### src/rtl/dps_pkg.sv
// Shared types and width helpers for the descending part-select reader/writer pair.
package dps_pkg;

  typedef enum logic {
    IDLE,
    STREAM
  } dps_state_e;

  // Default beat width: WIDTH / SELW^2.
  function automatic int slice_w(input int width, input int selw);
    return width / (selw * selw);
  endfunction

  // Signed pointer width: full ctrl*sel product plus headroom for WIDTH and sign.
  function automatic int idx_w(input int ctrlw, input int selw);
    return ctrlw + selw + 2;
  endfunction

endpackage

### src/rtl/dps_slice_reader_if.sv
// Load and beat handshake bundle between the register bank, the reader and the consumer.
interface dps_slice_reader_if
  import dps_pkg::*;
#(
  parameter int WIDTH = 32,
  parameter int SELW  = 4,
  parameter int CTRLW = $clog2(WIDTH),
  parameter int SLICE = slice_w(WIDTH, SELW)
);
  logic             in_valid;
  logic             in_ready;
  logic [WIDTH-1:0] in_word;
  logic [CTRLW-1:0] ctrl;
  logic [SELW-1:0]  sel;
  logic             out_valid;
  logic             out_ready;
  logic [SLICE-1:0] out_data;
  logic             out_last;
  logic             err;

  modport slave (
    input  in_valid, in_word, ctrl, sel, out_ready,
    output in_ready, out_valid, out_data, out_last, err
  );

  modport master (
    output in_valid, in_word, ctrl, sel, out_ready,
    input  in_ready, out_valid, out_data, out_last, err
  );
endinterface

### src/rtl/dps_slice_extract.sv
// Combinational descending part-select word[p -: SLICE]; bits outside the word read as 0.
module dps_slice_extract #(
  parameter int WIDTH = 32,
  parameter int SLICE = 2,
  parameter int IW    = 11
) (
  input  logic [WIDTH-1:0]     word,
  input  logic signed [IW-1:0] p,
  output logic [SLICE-1:0]     slice
);
  localparam int EW = WIDTH + 2 * SLICE;
  localparam logic signed [IW:0] SH_MAX = (IW + 1)'(WIDTH + SLICE);

  logic [EW-1:0]     ext;
  logic [EW-1:0]     shifted;
  logic signed [IW:0] sh;

  // Word is padded by SLICE zeros on both sides, so slice bit k lands at ext[p+1+k].
  always_comb begin
    ext     = {{SLICE{1'b0}}, word, {SLICE{1'b0}}};
    sh      = (IW + 1)'(p) + (IW + 1)'(1);
    shifted = ext >> $unsigned(sh);
    slice   = shifted[SLICE-1:0];
    if (sh[IW] || (sh > SH_MAX)) slice = '0;
  end
endmodule

### src/rtl/dps_slice_reader.sv
// Loads a word with ctrl/sel, then streams word[p -: SLICE] beats from p = WIDTH - ctrl*sel down to bit 0.
//
// state  | meaning
// IDLE   | in_ready high, waiting for a load; a negative top index pulses err
// STREAM | out_valid high, emitting beats until the one holding bit 0 is accepted
module dps_slice_reader
  import dps_pkg::*;
#(
  parameter int WIDTH = 32,
  parameter int SELW  = 4,
  parameter int CTRLW = $clog2(WIDTH),
  parameter int SLICE = slice_w(WIDTH, SELW)
) (
  input  logic              clk,
  input  logic              rst_n,
  dps_slice_reader_if.slave bus
);
  localparam int PW = CTRLW + SELW;
  localparam int IW = idx_w(CTRLW, SELW);
  localparam logic signed [IW-1:0] SLICE_S = IW'(SLICE);
  localparam logic signed [IW-1:0] WIDTH_S = IW'(WIDTH);

  if (SLICE < 1) begin : g_slice_chk
    $error("dps_slice_reader: SLICE must be >= 1");
  end

  dps_state_e          state_q, state_d;
  logic signed [IW-1:0] p_q, p_d;
  logic [WIDTH-1:0]    word_q, word_d;
  logic                in_ready_q, in_ready_d;
  logic                out_valid_q, out_valid_d;
  logic [SLICE-1:0]    out_data_q, out_data_d;
  logic                out_last_q, out_last_d;
  logic                err_q, err_d;

  logic [PW-1:0]       prod;
  logic signed [IW-1:0] top_s;
  logic [SLICE-1:0]    slice_nxt;

  // Beats are extracted from the next-state pointer so every output comes straight off a flop.
  dps_slice_extract #(
    .WIDTH (WIDTH),
    .SLICE (SLICE),
    .IW    (IW)
  ) u_extract (
    .word  (word_d),
    .p     (p_d),
    .slice (slice_nxt)
  );

  always_comb begin
    prod  = PW'(bus.ctrl) * PW'(bus.sel);
    top_s = WIDTH_S - $signed({2'b00, prod});

    state_d = state_q;
    p_d     = p_q;
    word_d  = word_q;
    err_d   = 1'b0;

    case (state_q)
      IDLE: begin
        if (bus.in_valid) begin
          word_d = bus.in_word;
          if (top_s[IW-1]) begin
            err_d = 1'b1;
          end else begin
            p_d     = top_s;
            state_d = STREAM;
          end
        end
      end
      STREAM: begin
        if (bus.out_ready) begin
          if (out_last_q) state_d = IDLE;
          else            p_d     = p_q - SLICE_S;
        end
      end
      default: state_d = IDLE;
    endcase

    in_ready_d  = (state_d == IDLE);
    out_valid_d = (state_d == STREAM);
    out_last_d  = (state_d == STREAM) && (p_d < SLICE_S);
    out_data_d  = (state_d == STREAM) ? slice_nxt : '0;
  end

  always_ff @(posedge clk or negedge rst_n) begin
    if (!rst_n) begin
      state_q     <= IDLE;
      p_q         <= '0;
      word_q      <= '0;
      in_ready_q  <= 1'b1;
      out_valid_q <= 1'b0;
      out_data_q  <= '0;
      out_last_q  <= 1'b0;
      err_q       <= 1'b0;
    end else begin
      state_q     <= state_d;
      p_q         <= p_d;
      word_q      <= word_d;
      in_ready_q  <= in_ready_d;
      out_valid_q <= out_valid_d;
      out_data_q  <= out_data_d;
      out_last_q  <= out_last_d;
      err_q       <= err_d;
    end
  end

  assign bus.in_ready  = in_ready_q;
  assign bus.out_valid = out_valid_q;
  assign bus.out_data  = out_data_q;
  assign bus.out_last  = out_last_q;
  assign bus.err       = err_q;
endmodule
### src/flat_wrapper.sv
// flat-port wrapper written by rule: the top's interface ports become plain ports
module dps_slice_reader_flat import dps_pkg::*;
#(
  parameter int WIDTH = 32,
  parameter int SELW  = 4,
  parameter int CTRLW = $clog2(WIDTH),
  parameter int SLICE = slice_w(WIDTH, SELW)
)
  (clk, rst_n, bus_in_valid, bus_in_word, bus_ctrl, bus_sel, bus_out_ready, bus_in_ready, bus_out_valid, bus_out_data, bus_out_last, bus_err);
  dps_slice_reader_if #(.WIDTH(WIDTH), .SELW(SELW), .CTRLW(CTRLW), .SLICE(SLICE)) bus_i ();
  input  logic clk;
  input  logic rst_n;
  input wire logic [$bits(bus_i.in_valid)-1:0] bus_in_valid;
  input wire logic [$bits(bus_i.in_word)-1:0] bus_in_word;
  input wire logic [$bits(bus_i.ctrl)-1:0] bus_ctrl;
  input wire logic [$bits(bus_i.sel)-1:0] bus_sel;
  input wire logic [$bits(bus_i.out_ready)-1:0] bus_out_ready;
  output wire logic [$bits(bus_i.in_ready)-1:0] bus_in_ready;
  output wire logic [$bits(bus_i.out_valid)-1:0] bus_out_valid;
  output wire logic [$bits(bus_i.out_data)-1:0] bus_out_data;
  output wire logic [$bits(bus_i.out_last)-1:0] bus_out_last;
  output wire logic [$bits(bus_i.err)-1:0] bus_err;
  assign bus_i.in_valid = bus_in_valid;
  assign bus_i.in_word = bus_in_word;
  assign bus_i.ctrl = bus_ctrl;
  assign bus_i.sel = bus_sel;
  assign bus_i.out_ready = bus_out_ready;
  assign bus_in_ready = bus_i.in_ready;
  assign bus_out_valid = bus_i.out_valid;
  assign bus_out_data = bus_i.out_data;
  assign bus_out_last = bus_i.out_last;
  assign bus_err = bus_i.err;
  dps_slice_reader #(.WIDTH(WIDTH), .SELW(SELW), .CTRLW(CTRLW), .SLICE(SLICE)) u_core (.clk(clk), .rst_n(rst_n), .bus(bus_i));
endmodule
### config.mk
export PLATFORM = sky130hd
export DESIGN_NAME = dps_slice_reader_flat
export DESIGN_NICKNAME = d
export VERILOG_FILES = /design/src/rtl/dps_pkg.sv /design/src/rtl/dps_slice_reader_if.sv /design/src/rtl/dps_slice_extract.sv /design/src/rtl/dps_slice_reader.sv /design/src/flat_wrapper.sv
export SDC_FILE = /design/constraint.sdc
export NUM_CORES = 1
export LEC_CHECK = 0
export BUFFER_PORTS_ARGS = -buffer_cell sky130_fd_sc_hd__buf_2
export CORE_ASPECT_RATIO = 0.9
export CORE_MARGIN = 4
export CORE_UTILIZATION = 55
export CTS_CLUSTER_SIZE = 8
export DETAILED_ROUTE_END_ITERATION = 8
export PLACE_DENSITY_LB_ADDON = 0.1
export SLEW_MARGIN = 10
export SYNTH_ARGS = -nofsm -noshare
export SYNTH_HDL_FRONTEND = slang
export SYNTH_SLANG_ARGS = --single-unit
export TNS_END_PERCENT = 5
### constraint.sdc
create_clock -name clk -period 11.1 [get_ports clk]
set_input_delay 1.11 -clock clk [delete_from_list [all_inputs] [get_ports clk]]
set_output_delay 1.11 -clock clk [all_outputs]
set_load 0.005 [all_outputs]
# == Word-level counts from Yosys, hierarchy flattened ==
# Index checks and enable logic that the tools add are counted.
# word_totals
output_inout_bits,6
register_bits,49
elab_cells,35
inputBits,45
# classes
n_addsub,3
n_bitwise,2
mul,1
n_lt_le_gt_ge,2
n_reduce_logical,2
muxes,17
n_shift,1
# ops
cell,n
32-bit two-way mux,2
11-bit two-way mux,4
34-bit by 12-bit right shift with 2-bit output,1
11-bit case mux with 2 select lines,1
"11-bit by 2-bit adder with 12-bit output, second input constant",1
"12-bit by 7-bit greater-than comparator with 1-bit output, second input constant",1
"11-bit by 3-bit less-than comparator with 1-bit output, second input constant",1
"11-bit by 3-bit subtractor with 11-bit output, second input constant",1
"6-bit by 9-bit subtractor with 10-bit output, first input constant",1
5-bit by 4-bit multiplier with 9-bit output,1
1-bit two-way mux,7
2-bit two-way mux,2
1-bit NOT,2
1-bit case mux with 2 select lines,1
1-bit logical AND,1
1-bit logical OR,1

# == Longest topological paths before layout ==
# logic_depth
depth_word,10
depth_mapped,23
ltp_nobuf,22

# == Modules after synthesis ==
# From an unflattened synthesis, not the netlist that was laid out.
# hier_totals
hier_cells,330
area_unflattened_um2,3682.3
# modules_own_cells
module,seq_area_each_um2,cells_each,area_each_um2,instances
dps_slice_reader,1227.4,245,2844.0,1
dps_slice_extract,0.0,85,838.3,1

# == Worst setup path before layout ==
# Ideal clock, no wire load.
# synth_path
path_kind,input -> register
startpoint,input bus_ctrl[1]
endpoint,"register u_core.out_data_q[0], in the netlist u_core.bus.out_data[0]"
t_arrival_ns,6.344
path_buffers,2
path_slack_ns,4.674
setup_time_ns,0.081
path_stages,23
required_ns,11.019
path_cell_list,nand2_1 -> fa_1 -> inv_1 -> fa_1 -> inv_1 -> ha_1 -> ha_1 -> o211ai_2 -> o211ai_2 -> o31ai_4 -> nor3_4 -> mux2i_2 -> inv_4 -> buf_2 -> ha_1 -> inv_1 -> clkbuf_1 -> nor2_1 -> o21ai_0 -> o311ai_0 -> mux4_2 -> o2bb2a_4 -> a31oi_2
# synth_via
elab_chain_cells,10
word_cells_on_any_way,14
cone_classes,2 x add/sub; 1 x mul; 1 x order compare; 1 x shift; 8 x mux; 1 x reduce/logical
# synth_rtl
item,line_no,source
from (decl),flat_wrapper.sv:15,input wire logic [$bits(bus_i.ctrl)-1:0] bus_ctrl;
5-bit by 4-bit multiplier with 9-bit output *,dps_slice_reader.sv:52,prod = PW'(bus.ctrl) * PW'(bus.sel);
6-bit by 9-bit subtractor with 10-bit output *,dps_slice_reader.sv:53,"top_s = WIDTH_S - $signed({2'b00, prod});"
11-bit two-way mux *,dps_slice_reader.sv:64,if (top_s[IW-1]) begin
11-bit two-way mux *,dps_slice_reader.sv:62,if (bus.in_valid) begin
11-bit case mux with 2 select lines *,dps_slice_reader.sv:60,case (state_q)
named net u_core.p_d[0],dps_slice_reader.sv:28,"logic signed [IW-1:0] p_q, p_d;"
11-bit by 2-bit adder with 12-bit output *,dps_slice_extract.sv:21,sh = (IW + 1)'(p) + (IW + 1)'(1);
12-bit by 7-bit greater-than comparator with 1-bit output,dps_slice_extract.sv:24,if (sh[IW] || (sh > SH_MAX)) slice = '0;
1-bit logical OR,dps_slice_extract.sv:24,
2-bit two-way mux *,dps_slice_extract.sv:24,
2-bit two-way mux *,dps_slice_reader.sv:84,out_data_d = (state_d == STREAM) ? slice_nxt : '0;
named net u_core.out_data_d[0],dps_slice_reader.sv:32,"logic [SLICE-1:0] out_data_q, out_data_d;"
to (signal assigned),dps_slice_reader.sv:103,out_data_q <= out_data_d;
to (decl),dps_slice_reader.sv:32,
# Mark *: on every way through the listed nets, which the timed path passes. The rest lies on a longest branch.

# == Worst setup path in the final report ==
# layout_path
startpoint,input bus_sel[3]
endpoint,"register u_core.out_data_q[0], in the netlist u_core.bus.out_data[0]"
# layout_via
elab_chain_cells,10
word_cells_on_any_way,14
cone_classes,2 x add/sub; 1 x mul; 1 x order compare; 1 x shift; 8 x mux; 1 x reduce/logical
# layout_rtl
item,line_no,source
from (decl),flat_wrapper.sv:16,input wire logic [$bits(bus_i.sel)-1:0] bus_sel;
5-bit by 4-bit multiplier with 9-bit output *,dps_slice_reader.sv:52,
6-bit by 9-bit subtractor with 10-bit output *,dps_slice_reader.sv:53,
11-bit two-way mux,dps_slice_reader.sv:64,
11-bit two-way mux,dps_slice_reader.sv:62,
11-bit case mux with 2 select lines,dps_slice_reader.sv:60,
11-bit by 2-bit adder with 12-bit output,dps_slice_extract.sv:21,
12-bit by 7-bit greater-than comparator with 1-bit output,dps_slice_extract.sv:24,
1-bit logical OR,dps_slice_extract.sv:24,
2-bit two-way mux,dps_slice_extract.sv:24,
2-bit two-way mux *,dps_slice_reader.sv:84,
named net u_core.out_data_d[0],dps_slice_reader.sv:32,
# Marks and branches as above.

==> results.sh <==
export IMPL_cp_required_ps=11360
export IMPL_worst_pin_slew_ps=862
export IMPL_die_w_um=96.9
export IMPL_power_density_nw_per_um2=275
export IMPL_ys_async_sr_fraction_pct=100
export IMPL_synth_area_leaders="dfrtp_1 31%, mux2i_1 8.7%, ha_1 7.0%, nand2_1 5.3%, inv_1 4.9%"
export IMPL_grt_max_degree=50
export IMPL_portBuffers=50
export IMPL_rsz0062_at_grt="false"
export IMPL_placementRows=28
export IMPL_wl_um=8860
export IMPL_grt_overflow_total=0
export IMPL_track_usage_pct=22.4
export IMPL_path_class="primary input to flip-flop"
export IMPL_cts_buffers=5
export IMPL_end_kind="flip-flop"
export IMPL_die_area_um2=8530
export IMPL_synth_area_um2=3920
export IMPL_synth_top_cell_area_share_pct=30.7
export IMPL_drtPass1Iterations=5
export IMPL_ys_ff_latch=49
export IMPL_cts_buffer_depth=2
export IMPL_drc=0
export IMPL_antenna_left=0
export IMPL_clk_latency_ps=320
export IMPL_io_pins=51
export IMPL_routed_via_count=3197
export IMPL_final_common_cell="nand2_1"
export IMPL_grt_pass1_vias=3219
export IMPL_start_util_pct=57.9
export IMPL_yosys_warnings=0
export IMPL_syn_inst=423
export IMPL_slew_viol_final=0
export IMPL_fin_crit_ps=7350
export IMPL_seq_area_um2=1230
export IMPL_num_antenna_cells=0
export IMPL_syn_num_nets=496
export IMPL_cp_max_fo=19
export IMPL_area_growth_pct=10.5
export IMPL_start_kind="primary input"
export IMPL_finalSetupViolCount=0
export IMPL_arrival_ps=7600
export IMPL_fillCellCount=579
export IMPL_ys_seq_area_share_pct=31.4
export IMPL_antenna_found_initial=0
export IMPL_hold_viol_final=0
export IMPL_max_slew_margin_rel_pct=41.4
export IMPL_peakVddDrop_v=0.000125
export IMPL_cts_resized=0
export IMPL_max_freq_ghz=0.136
export IMPL_post_cts_buffers=0
export IMPL_wl_per_cell_um=15.9
export IMPL_r2r_slack_ps=6030
export IMPL_final_cells=558
export IMPL_synth_edf_count=0
export IMPL_worstHoldPathType="flip-flop to flip-flop"
export IMPL_htreeDepth=2
export IMPL_core_um2=6760
export IMPL_detail_route_vias_per_cell=5.73
export IMPL_gp_congestion=0.871
export IMPL_ys_flop_type="dfrtp_1"
export IMPL_dp_hpwl_um=6860
export IMPL_drv_cap=0
export IMPL_cts_tree="built"
export IMPL_clockRootBuffer="clkbuf_8"
export IMPL_post_place_cells=550
export IMPL_cts_hold_buf=0
export IMPL_die_h_um=88.0
export IMPL_clock_skew_ps=15.6
export IMPL_tns_ps=0
export IMPL_cts_sinks=49
export IMPL_final_nets=540
export IMPL_grt_first_pass_wirelength_um=15600
export IMPL_drive_gt1_share_pct=19.9
export IMPL_synth_distinct_cells=73
export IMPL_mostFrequentLayoutCells="55 x nand2_1, 51 x inv_1, 50 x buf_2"
export IMPL_multiInputGateArea_um2=2430
export IMPL_syn_mean_instance_area_um2=9.26
export IMPL_synth_top_area_cell="dfrtp_1"
export IMPL_drtIter0Drc=144
export IMPL_path_clk_slew_ps=110
export IMPL_finalCritPeriodShare_pct=66.2
export IMPL_p_leak_nw=2.00
export IMPL_status="finished clean"
-- registers in the layout, indices dropped and copies added, names as in the netlist --
signal / count
u_core.p_q: 11
u_core.bus.out_data: 2
u_core.word_q: 32
u_core.bus.in_ready: 1
u_core.bus.err: 1
u_core.bus.out_last: 1
u_core.state_q: 1
-- area by class of cell --
cell class / count / area share, %
Sequential cell: 49 / 28.4
Inverter: 52 / 4.57
Tap cell: 90 / 2.60
Clock inverter: 3 / 0.608
Multi-Input combinational cell: 307 / 56.1
Timing Repair Buffer: 52 / 6.13
Clock buffer: 5 / 1.59
-- stage by stage --
| stage | utilization [%] | cell area (µm²) | hold slack [ps] | power [mW] | setup slack [ps] |
|---|---|---|---|---|---|
| 3_3_place_gp | 62.5 | 4230 | 486 | 1.05 | 3580 |
| 6_report | 64.0 | 4320 | 515 | 1.19 | 3750 |
| 3_5_place_dp | 62.5 | 4230 | 494 | 1.07 | 3380 |
| 5_1_grt | 64.0 | 4320 | 551 | 1.30 | 3270 |
| 2_1_floorplan | - | 3920 | 449 | 0.908 | 4670 |
| 4_1_cts | 64.0 | 4320 | 517 | 1.18 | 3750 |
-- worst paths after layout --
| path | start | endpoint | depth (start not counted) |
|---|---|---|---|
| min in group asynchronous | rst_n | u_core.word_q[10] | 2 |
| max in group asynchronous | rst_n | u_core.p_q[2] | 2 |
| max reg2reg | u_core.state_q | u_core.bus.out_data[0] | 12 |
| max | bus_sel[3] | u_core.bus.out_data[0] | 22 |
| min reg2reg | u_core.word_q[30] | u_core.word_q[30] | 2 |
| min | u_core.word_q[30] | u_core.word_q[30] | 2 |
-- cell families after synthesis --
group / share of synthesized area (%)
buffers and inverters: 6.87
adder cells (fa/ha/maj): 10.1
AND/OR/NAND/NOR: 20.2
AO/OA/AOI/OAI: 13.4
flip-flops: 31.4
XOR/XNOR: 4.19
multiplexers: 13.9
-- power by group --
group,total [mW],switching (mW),internal (mW)
combinational,0.771,0.450,0.320
sequential,0.306,0.0453,0.261
clock,0.114,0.0680,0.0460
-- Yosys cell counts (5+ instances only) --
master,n
ha_1,22
xor2_1,10
buf_2,9
fa_1,6
o21ai_0,9
nor4_1,6
mux2i_1,34
nand2_1,55
nor3_1,12
nand3_1,6
mux4_2,7
inv_1,51
xnor2_1,5
nor2_1,23
dfrtp_1,48
a21oi_1,11
and2_1,14
-- layer usage --
metal	GRT usage [%]	part of all wire, %
met1	33.0	50
met2	34.7	44
met3	4.78	5.8
met4	3.57	0.79
met5	0	0
-- worst max-delay path, stage by stage --
cell and delay [ps]:
buf_2 120, nand2_1 90, fa_1 540, inv_1 50, fa_1 520, inv_1 40
ha_1 280, ha_1 370, o211ai_2 170, o211ai_2 220, o31ai_4 150, nor3_4 520
mux2i_2 810, inv_4 260, ha_1 660, inv_1 350, nand2_1 130, a21oi_1 80
a311o_1 320, mux4_2 460, o2bb2a_4 210, a31oi_2 140
(Power assumes the default switching activity.)
